File: src/rtl/acsi_cmd_queue_pkg.sv
// Shared types, constants and helpers for the ACSI command queue.
package acsi_pkg;

  localparam logic [4:0] ICD_CODE   = 5'h1F;
  localparam int         IDX_TGT    = 16;
  localparam int         IDX_LEN    = 17;
  localparam int         MAXLEN_CAP = 16;

  typedef enum logic {
    ASM_IDLE   = 1'b0,
    ASM_ACTIVE = 1'b1
  } asm_state_t;

  // Storage is always sized for the largest command; entries shorter than
  // MAXLEN_CAP simply leave the upper bytes unused.
  typedef struct packed {
    logic [MAXLEN_CAP-1:0][7:0] bytes;
    logic [2:0]                 target;
    logic [4:0]                 len;
  } cmd_entry_t;

  // Command length implied by the opcode byte, clamped to the stored length.
  function automatic logic [4:0] cmd_len(input logic [7:0] byte0, input int maxlen);
    logic [4:0] l;
    if (byte0 <= 8'h1F)                        l = 5'd6;
    else if (byte0 <= 8'h5F)                   l = 5'd10;
    else if (byte0 >= 8'h80 && byte0 <= 8'h9F) l = 5'd16;
    else                                       l = 5'd12;
    if (int'(l) > maxlen) l = 5'(maxlen);
    return l;
  endfunction

endpackage

File: src/rtl/acsi_cmd_queue_fifo.sv
// Small synchronous FIFO of complete command entries; push and pop may
// happen together, and a pop on a full FIFO makes room for the same-cycle push.
module acsi_cmd_fifo
  import acsi_pkg::*;
#(
  parameter int DEPTH = 2,
  parameter int CW    = $clog2(DEPTH + 1)
) (
  input  logic          clk,
  input  logic          reset_n,
  input  logic          push,
  input  logic          pop,
  input  cmd_entry_t    din,
  output cmd_entry_t    dout,
  output logic          full,
  output logic          empty,
  output logic [CW-1:0] count
);

  localparam int PW = (DEPTH > 1) ? $clog2(DEPTH) : 1;

  cmd_entry_t    mem_q [DEPTH];
  logic [PW-1:0] rd_ptr_q, rd_ptr_d;
  logic [PW-1:0] wr_ptr_q, wr_ptr_d;
  logic [CW-1:0] count_q, count_d;
  logic          push_ok, pop_ok;

  function automatic logic [PW-1:0] ptr_inc(input logic [PW-1:0] p);
    return (int'(p) == DEPTH - 1) ? '0 : p + PW'(1);
  endfunction

  assign empty = (count_q == '0);
  assign full  = (count_q == CW'(DEPTH));
  assign count = count_q;
  assign dout  = mem_q[rd_ptr_q];

  assign pop_ok  = pop & ~empty;
  assign push_ok = push & (~full | pop_ok);

  // Pointer and occupancy update.
  always_comb begin
    rd_ptr_d = rd_ptr_q;
    wr_ptr_d = wr_ptr_q;
    count_d  = count_q;
    if (pop_ok)  rd_ptr_d = ptr_inc(rd_ptr_q);
    if (push_ok) wr_ptr_d = ptr_inc(wr_ptr_q);
    if (push_ok && !pop_ok)      count_d = count_q + CW'(1);
    else if (pop_ok && !push_ok) count_d = count_q - CW'(1);
  end

  // Control registers with synchronous reset.
  always_ff @(posedge clk) begin
    if (!reset_n) begin
      rd_ptr_q <= '0;
      wr_ptr_q <= '0;
      count_q  <= '0;
    end else begin
      rd_ptr_q <= rd_ptr_d;
      wr_ptr_q <= wr_ptr_d;
      count_q  <= count_d;
    end
  end

  // Entry storage; contents are only meaningful below count, so no reset.
  always_ff @(posedge clk) begin
    if (push_ok) mem_q[wr_ptr_q] <= din;
  end

endmodule

File: src/rtl/acsi_cmd_queue.sv
// ACSI command collector: assembles CPU-written command blocks and queues
// complete commands for the IO controller, which retires them with ack/nak.
module acsi_cmd_queue
  import acsi_pkg::*;
#(
  parameter int TARGETS = 8,
  parameter int DEPTH   = 2,
  parameter int MAXLEN  = 16
) (
  input  logic                       clk,
  input  logic                       reset_n,
  input  logic                       clk_en,
  input  logic [TARGETS-1:0]         enable,
  input  logic                       cpu_a1,
  input  logic                       cpu_sel,
  input  logic                       cpu_rw,
  input  logic [7:0]                 cpu_din,
  output logic [7:0]                 cpu_dout,
  output logic                       irq,
  input  logic [7:0]                 dma_status,
  input  logic                       dma_ack,
  input  logic                       dma_nak,
  input  logic [4:0]                 io_sel,
  output logic [7:0]                 io_byte,
  output logic                       io_valid,
  output logic [$clog2(DEPTH+1)-1:0] io_count,
  output logic [7:0]                 drop_count
);

  localparam int CW = $clog2(DEPTH + 1);

  asm_state_t                 state_q, state_d;
  logic                       sel_d_q, sel_d_d;
  logic [4:0]                 cnt_q, cnt_d;
  logic [2:0]                 tgt_q, tgt_d;
  logic [MAXLEN_CAP-1:0][7:0] bytes_q, bytes_d;
  logic                       irq_q, irq_d;
  logic [7:0]                 drop_q, drop_d;

  logic       cpu_req, cpu_act, cpu_wr;
  logic [7:0] en_mask;
  logic [4:0] len_cur;
  logic       irq_set_cpu;
  logic       push, pop, ack_eff;
  logic       fifo_full, fifo_empty;
  cmd_entry_t push_entry, head;

  assign cpu_dout   = dma_status;
  assign irq        = irq_q;
  assign drop_count = drop_q;
  assign io_valid   = ~fifo_empty;

  assign cpu_req = cpu_sel & ~sel_d_q;
  assign cpu_act = clk_en & cpu_req;
  assign cpu_wr  = cpu_act & ~cpu_rw;
  assign pop     = (dma_ack | dma_nak) & ~fifo_empty;
  assign ack_eff = dma_ack & ~fifo_empty;

  // Zero-extend the enable mask so targets beyond TARGETS read as disabled.
  always_comb begin
    en_mask = '0;
    en_mask[TARGETS-1:0] = enable;
  end

  // Command assembly, push decision and irq priority.
  always_comb begin
    state_d     = state_q;
    sel_d_d     = sel_d_q;
    cnt_d       = cnt_q;
    tgt_d       = tgt_q;
    bytes_d     = bytes_q;
    irq_d       = irq_q;
    drop_d      = drop_q;
    irq_set_cpu = 1'b0;
    push        = 1'b0;

    if (clk_en) sel_d_d = cpu_sel;

    if (cpu_wr && !cpu_a1) begin
      tgt_d = cpu_din[7:5];
      if (cpu_din[4:0] == ICD_CODE) begin
        cnt_d = 5'd0;
      end else begin
        bytes_d[0] = {3'b000, cpu_din[4:0]};
        cnt_d      = 5'd1;
      end
      state_d     = ASM_ACTIVE;
      irq_set_cpu = en_mask[cpu_din[7:5]];
    end else if (cpu_wr && cpu_a1) begin
      if (cnt_q < 5'(MAXLEN)) bytes_d[cnt_q[3:0]] = cpu_din;
      cnt_d = (cnt_q == 5'd31) ? 5'd31 : cnt_q + 5'd1;
      if (state_q == ASM_ACTIVE && en_mask[tgt_q]) begin
        if (cnt_q < len_cur - 5'd1) begin
          irq_set_cpu = 1'b1;
        end else if (cnt_q == len_cur - 5'd1) begin
          state_d = ASM_IDLE;
          if (!fifo_full || pop) push = 1'b1;
          else if (drop_q != 8'hFF) drop_d = drop_q + 8'd1;
        end
      end
    end

    if (irq_set_cpu)  irq_d = 1'b1;
    else if (cpu_act) irq_d = 1'b0;
    else if (ack_eff) irq_d = 1'b1;
  end

  // The opcode byte may be written in the same cycle (ICD index 0), so use
  // the next-state copy for both the length and the pushed data.
  assign len_cur    = cmd_len(bytes_d[0], MAXLEN);
  assign push_entry = '{bytes: bytes_d, target: tgt_q, len: len_cur};

  // Assembly and status registers with synchronous reset.
  always_ff @(posedge clk) begin
    if (!reset_n) begin
      state_q <= ASM_IDLE;
      sel_d_q <= 1'b0;
      cnt_q   <= '0;
      tgt_q   <= '0;
      bytes_q <= '0;
      irq_q   <= 1'b0;
      drop_q  <= '0;
    end else begin
      state_q <= state_d;
      sel_d_q <= sel_d_d;
      cnt_q   <= cnt_d;
      tgt_q   <= tgt_d;
      bytes_q <= bytes_d;
      irq_q   <= irq_d;
      drop_q  <= drop_d;
    end
  end

  acsi_cmd_fifo #(.DEPTH(DEPTH), .CW(CW)) u_fifo (
    .clk     (clk),
    .reset_n (reset_n),
    .push    (push),
    .pop     (pop),
    .din     (push_entry),
    .dout    (head),
    .full    (fifo_full),
    .empty   (fifo_empty),
    .count   (io_count)
  );

  // IO-side read mux over the head entry.
  always_comb begin
    io_byte = 8'h00;
    if (!fifo_empty) begin
      if (io_sel < 5'(MAXLEN))            io_byte = head.bytes[io_sel[3:0]];
      else if (io_sel == 5'(IDX_TGT))     io_byte = {head.target, 4'b0000, 1'b1};
      else if (io_sel == 5'(IDX_LEN))     io_byte = {3'b000, head.len};
    end
  end

endmodule

File: config.mk
export PLATFORM = sky130hd
export DESIGN_NAME = acsi_cmd_queue
export DESIGN_NICKNAME = d
export VERILOG_FILES = /design/src/rtl/acsi_cmd_queue_pkg.sv /design/src/rtl/acsi_cmd_queue_fifo.sv /design/src/rtl/acsi_cmd_queue.sv
export SDC_FILE = /design/constraint.sdc
export NUM_CORES = 1
export LEC_CHECK = 0
export CAP_MARGIN = 10
export CORE_MARGIN = 3
export CORE_UTILIZATION = 55
export DETAILED_ROUTE_END_ITERATION = 8
export HOLD_SLACK_MARGIN = 0.1
export PLACE_DENSITY = 0.73
export SLEW_MARGIN = 20
export SYNTH_ARGS = -nofsm -noshare
export SYNTH_HDL_FRONTEND = slang
export SYNTH_SLANG_ARGS = --single-unit
File: constraint.sdc
create_clock -name clk -period 15.8 [get_ports clk]
set_input_delay 3.16 -clock clk [delete_from_list [all_inputs] [get_ports clk]]
set_output_delay 3.16 -clock clk [all_outputs]
set_load 0.01 [all_outputs]
# After elaboration in Yosys (flattened, before gate mapping)
# Memories as Yosys holds them, arrays and structs flattened. A register that Yosys moved wholly into a read port is not among the register bits.
# Index checks and enable logic that the tools add are counted.
# word_totals
rom_bits,0
memories,1
output_inout_bits,28
ram_bits,272
latch_bits,0
reg_bits,151
# mem_list
name,depth,word_bits,read_ports,rd_ports_with_merged_regs,wr,line_no,source
u_fifo.mem_q,2,136,1,1,1,acsi_cmd_queue_fifo.sv:22,cmd_entry_t mem_q [DEPTH];
# op_classes
n_div,0
n_eq_ne,8
shift,0
add_sub_neg,7
n_bitwise,16
reduce_logical,20
mul,0
n_lt_le_gt_ge,13
mux,52
# ops
cell,n
128-bit 2-to-1 mux,2
128-bit bitwise mux,1
120-bit 2-to-1 mux,1
8-bit 2-to-1 mux,7
5-bit 2-to-1 mux,8
8-bit binary-select mux with 4-bit select,1
8-bit demux with 4-bit select,1
1-bit 2-to-1 mux,27
"5-bit equality test, second input constant",4
"4-bit by 5-bit < comparator with 1-bit output, second input constant",2
"5-bit < comparator, second input constant",2
"8-bit by 1-bit adder with 8-bit output, second input constant",1
"8-bit >= comparator, second input constant",1
"8-bit by 5-bit <= comparator with 1-bit output, second input constant",1
"8-bit by 7-bit <= comparator with 1-bit output, second input constant",1
"8-bit <= comparator, second input constant",1
"3-bit by 4-bit < comparator with 1-bit output, second input constant",2
"8-bit inequality test, second input constant",1
2-bit nonzero test,4
1-bit AND,7
1-bit logical AND,7
1-bit NOT,7
7-bit AND reduction,1
1-bit binary-select mux with 3-bit select,2
other kinds (18),24

# Depth between registers and ports, before layout
# depth
depth_word,27
mapped_depth,18
mapped_depth_nobuf,17

# Modules after synthesis
# From an unflattened synthesis, not the netlist that was laid out.
# unflattened
cells_unflattened,1172
hier_area_um2,18232.5
# modules_own_cells
mod,cells_per_inst,n_inst,area_each_um2
acsi_cmd_fifo,448,1,10050.9
acsi_cmd_queue,724,1,8181.6

# Worst setup path after synthesis
# Ideal clock, no wire load.
# synth_path
kind,input -> register
startpoint,in cpu_rw
endpoint,"mem u_fifo.mem_q[0][100] in the netlist's numbering, enable pin"
setup_slack_ps,3488
required_ps,15153
n_path_buf,1
arrival_time_ps,11664
stages,13
path_cell_list,and4bb_2 > buf_2 > o21ai_1 > a221oi_2 > inv_1 > a21o_1 > ha_1 > xnor2_1 > ha_1 > and4_1 > nand2_1 > nor4_1 > nor2b_1
# synth_rtl
item,line_no,source
start: declaration,acsi_cmd_queue.sv:16,"input logic cpu_rw,"
end: declaration,acsi_cmd_queue_fifo.sv:22,

# Worst setup path in the final report
# layout_path
startpoint,in io_sel[0]
endpoint,out io_byte[2]
# layout_between
elab_chain_len,5
word_cells_on_any_way,9
classes_between,1 x order compare; 2 x eq/ne; 6 x mux
# layout_lines
item,line_no,source
start: declaration,acsi_cmd_queue.sv:23,"input logic [4:0] io_sel,"
branches (longest 3 deep; another with 8-bit binary-select mux with 4-bit select),--,
8-bit 2-to-1 mux (*),acsi_cmd_queue.sv:150,if (io_sel < 5'(MAXLEN)) io_byte = head.bytes[io_sel[3:0]];
8-bit 2-to-1 mux (*),acsi_cmd_queue.sv:149,if (!fifo_empty) begin
end: declaration,acsi_cmd_queue.sv:24,"output logic [7:0] io_byte,"
# Every way passes the cells marked *. The select of a mux whose other input is x is not followed.

==> flow_summary.yaml <==
timing:
  worst_pin_slew_ps: 1110
  worst_clock_skew_ps: 9.52
  rsz0062_at_grt: "no"
  hold_viol: 0
  fin_tns_setup_ps: 0
  post-route-period-util: 0.574
  finalWorstSetupSlack_ps: 6730
  maxClockFrequency_ghz: 0.110
  min_period_ps: 9070
  slew_viol_final: 0
  setup_viol_count_final: 0
  maxSlewHeadroom: 0.262
synth:
  yosysMostFrequentCell: "edfxtp_1"
  avgSynthCellArea_um2: 16.1
  synth_edf_count: 270
  syn_area_mm2: 0.0171
  ys_seq_area_frac: 0.653
  synth_area_leaders: "edfxtp_1, dfxtp_1, mux4_2"
  synth_flop_cell: "edfxtp_1"
  synth-seq-cells: 422
  synth.top_cell.area_share: 0.475
  syn_inst: 1064
  synthDistinctLibCells: 61
  synthArstFlopShare: 0
  yosys.area.top_type: "edfxtp_1"
  synth_nets: 1112
  synth_commonest_cells: "edfxtp_1, dfxtp_1, and2_1"
  yosysWarnings: 0
cts:
  cts_setup_buffers: 0
  cts_tree: "built"
  numCtsBuffers: 43
  ctsResizeCount: 0
  root_buffer: "clkbuf_16"
  htree_levels: 2
  clockBufferDepth: 3
  clock-sinks: 422
  clk_pin_slew_ps: 60
  hold_buffers: 0
  worstSkewPairLatency_ps: 530
floorplanning:
  core_area_mm2: 0.0301
  ios: 65
  dieHeight_um: 182
  initial_core_util: 0.567
  fp.dieW_um: 182
  core.rowCount: 63
  dieArea_mm2: 0.0332
setup_path:
  rr_endpoint: "u_fifo.mem_q[0][130]"
  start_kind: "input port"
  r2r_cells: 15
  startpoint: "io_sel[0]"
  crit_type: "in -> out"
  cp_max_fo: 68
  cp.arrival_ps: 5910
  timing.rr.start: "cnt_q[0]"
  rrSetupSlack_ps: 9820
  end_kind: "output pin"
  crit_required_ps: 12640
cells_and_area:
  multiInputGateArea_mm2: 0.00555
  n_fill_cell: 2164
  syn_to_final_growth_pct: 12.2
  antennaDiodeCount: 0
  drive_above_1_share: 0.259
  regArea_mm2: 0.0112
  final_nets: 1140
  final_area_mm2: 0.0192
placement:
  port-buffer-count: 48
  dpl_worst_slack_ps: 6580
  place_area_mm2: 0.0178
  place_congestion: 0.738
  dpl.hpwl_mm: 19.2
global_routing:
  grt_overflow_total: 0
  grt_max_degree: 83
  antenna_found_initial: 0
  grt_use_total: 0.209
  grt_pass1_vias: 9372
  grt_pass1_wl_mm: 53.6
detailed_routing:
  routed_via_density: 5.88
  totalWireLength_mm: 34.0
  drc: 0
  drt_iter0_markers: 732
  antenna_left: 0
  post_drt_wl_per_cell_um: 22.4
  num_vias: 8908
  drt-pass1-iter-count: 5
run_status:
  status: "finished clean"
job:
  maxCapViolations: 0
hold_path:
  worstHoldPathCells: 2
  min_path_type: "reg -> reg"
  hold_start: "drop_count[5]"
  worstHoldEndpoint: "drop_count[5]"
power:
  leakagePower_uw: 0.00686
  vdd_drop_max_mv: 0.0904
  cellPowerDensity_mw_per_mm2: 132
==> state kept, by name (all words and copies together), names as in the netlist, named ones only <==
signal	flops
u_fifo.wr_ptr_q	1
u_fifo.mem_q	270
cnt_q	5
u_fifo.count	2
tgt_q	3
u_fifo.rd_ptr_q	1
bytes_q	128
drop_count	8
sel_d_q	1
state_q	1
irq	1
==> cell families (layout without fill, tap and decap cells) <==
group / after synthesis / in the layout / share of synthesized area
AO/OA/AOI/OAI: 69 / 69 / 0.0303
XOR/XNOR: 6 / 6 / 0.00308
adder cells (fa/ha/maj): 11 / 11 / 0.00805
buffers and inverters: 85 / 146 / 0.0234
flip-flops: 422 / 422 / 0.653
multiplexers: 227 / 227 / 0.197
other: 1 / 1 / 0.000219
AND/OR/NAND/NOR: 243 / 243 / 0.0854
==> area by class of cell <==
type | count | share of cell area
flip-flops and latches | 422 | 0.582
multi-input cells | 557 | 0.289
well taps | 390 | 0.0255
clock inverters | 16 | 0.00679
repair buffers | 60 | 0.0303
inverters | 8 | 0.00157
clock buffers | 62 | 0.0647
==> power by group <==
part,switching (µW),leakage (µW),internal (µW)
clock,394,0.000681,577
combinational,148,0.00248,212
sequential,28.2,0.00370,1170
==> metrics by stage <==
| step | instances | utilization | hold WS, ps | power [µW] |
|---|---|---|---|---|
| 6_report | 1515 | 0.637 | 502 | 2530 |
| 5_1_grt | 1515 | 0.637 | 521 | 2620 |
| 4_1_cts | 1514 | 0.636 | 503 | 2550 |
| 3_5_place_dp | 1436 | 0.590 | 495 | 1580 |
| 3_3_place_gp | 1436 | 0.590 | 474 | 1580 |
| 2_1_floorplan | 1064 | - | 469 | 1500 |
==> worst max path at each step <==
stage / end / slack (ps) / depth (start not counted)
3_3_place_gp: io_byte[3] / 6720 / 6
5_1_grt: io_byte[2] / 6550 / 7
2_1_floorplan: u_fifo.mem_q[0][100] / 3490 / 13
6_report: io_byte[2] / 6730 / 7
3_5_place_dp: u_fifo.mem_q[0][90] / 6580 / 14
4_1_cts: io_byte[2] / 6720 / 7
==> metal layers <==
layer  up-vias  part of all wire  wire length, µm  track usage
met3        65             0.059             2020       0.0341
met5         -                 0                0            0
met2       255              0.48            16200        0.344
met4         0             0.025              861       0.0591
met1      4504              0.44            15000        0.293
li1       4084                 -                -            -
==> cells in the final DEF (no fill, tap or decap), types with 4 or more instances in the layout <==
cell | netlist | final
a21boi_0 | 9 | 9
a21oi_1 | 6 | 6
and2_1 | 130 | 129
buf_4 | 13 | 13
clkbuf_1 | 49 | 12
clkbuf_16 | 0 | 45
clkbuf_8 | 0 | 5
clkdlybuf4s50_1 | 0 | 45
clkinv_2 | 0 | 10
dfxtp_1 | 152 | 151
edfxtp_1 | 270 | 270
ha_1 | 11 | 11
inv_1 | 8 | 8
mux2_2 | 125 | 125
mux2i_1 | 27 | 27
mux4_2 | 72 | 72
nand2_1 | 26 | 26
nand3_1 | 13 | 13
nand4_1 | 4 | 4
nor2_1 | 14 | 14
nor2b_1 | 17 | 16
nor3b_1 | 5 | 5
o21ai_0 | 12 | 12
o221a_2 | 5 | 5
o22a_1 | 5 | 5
o22ai_1 | 6 | 6
or3_1 | 10 | 10
xnor2_1 | 5 | 5
==> critical path: stages <==
cell             delay [ps]
buf_4                   760
mux2i_1                 200
a311o_1                 390
a311oi_1                250
a2111oi_0               100
a211oi_1                380
clkdlybuf4s50_1         620
Note: power is estimated with default switching activity, not from simulation.
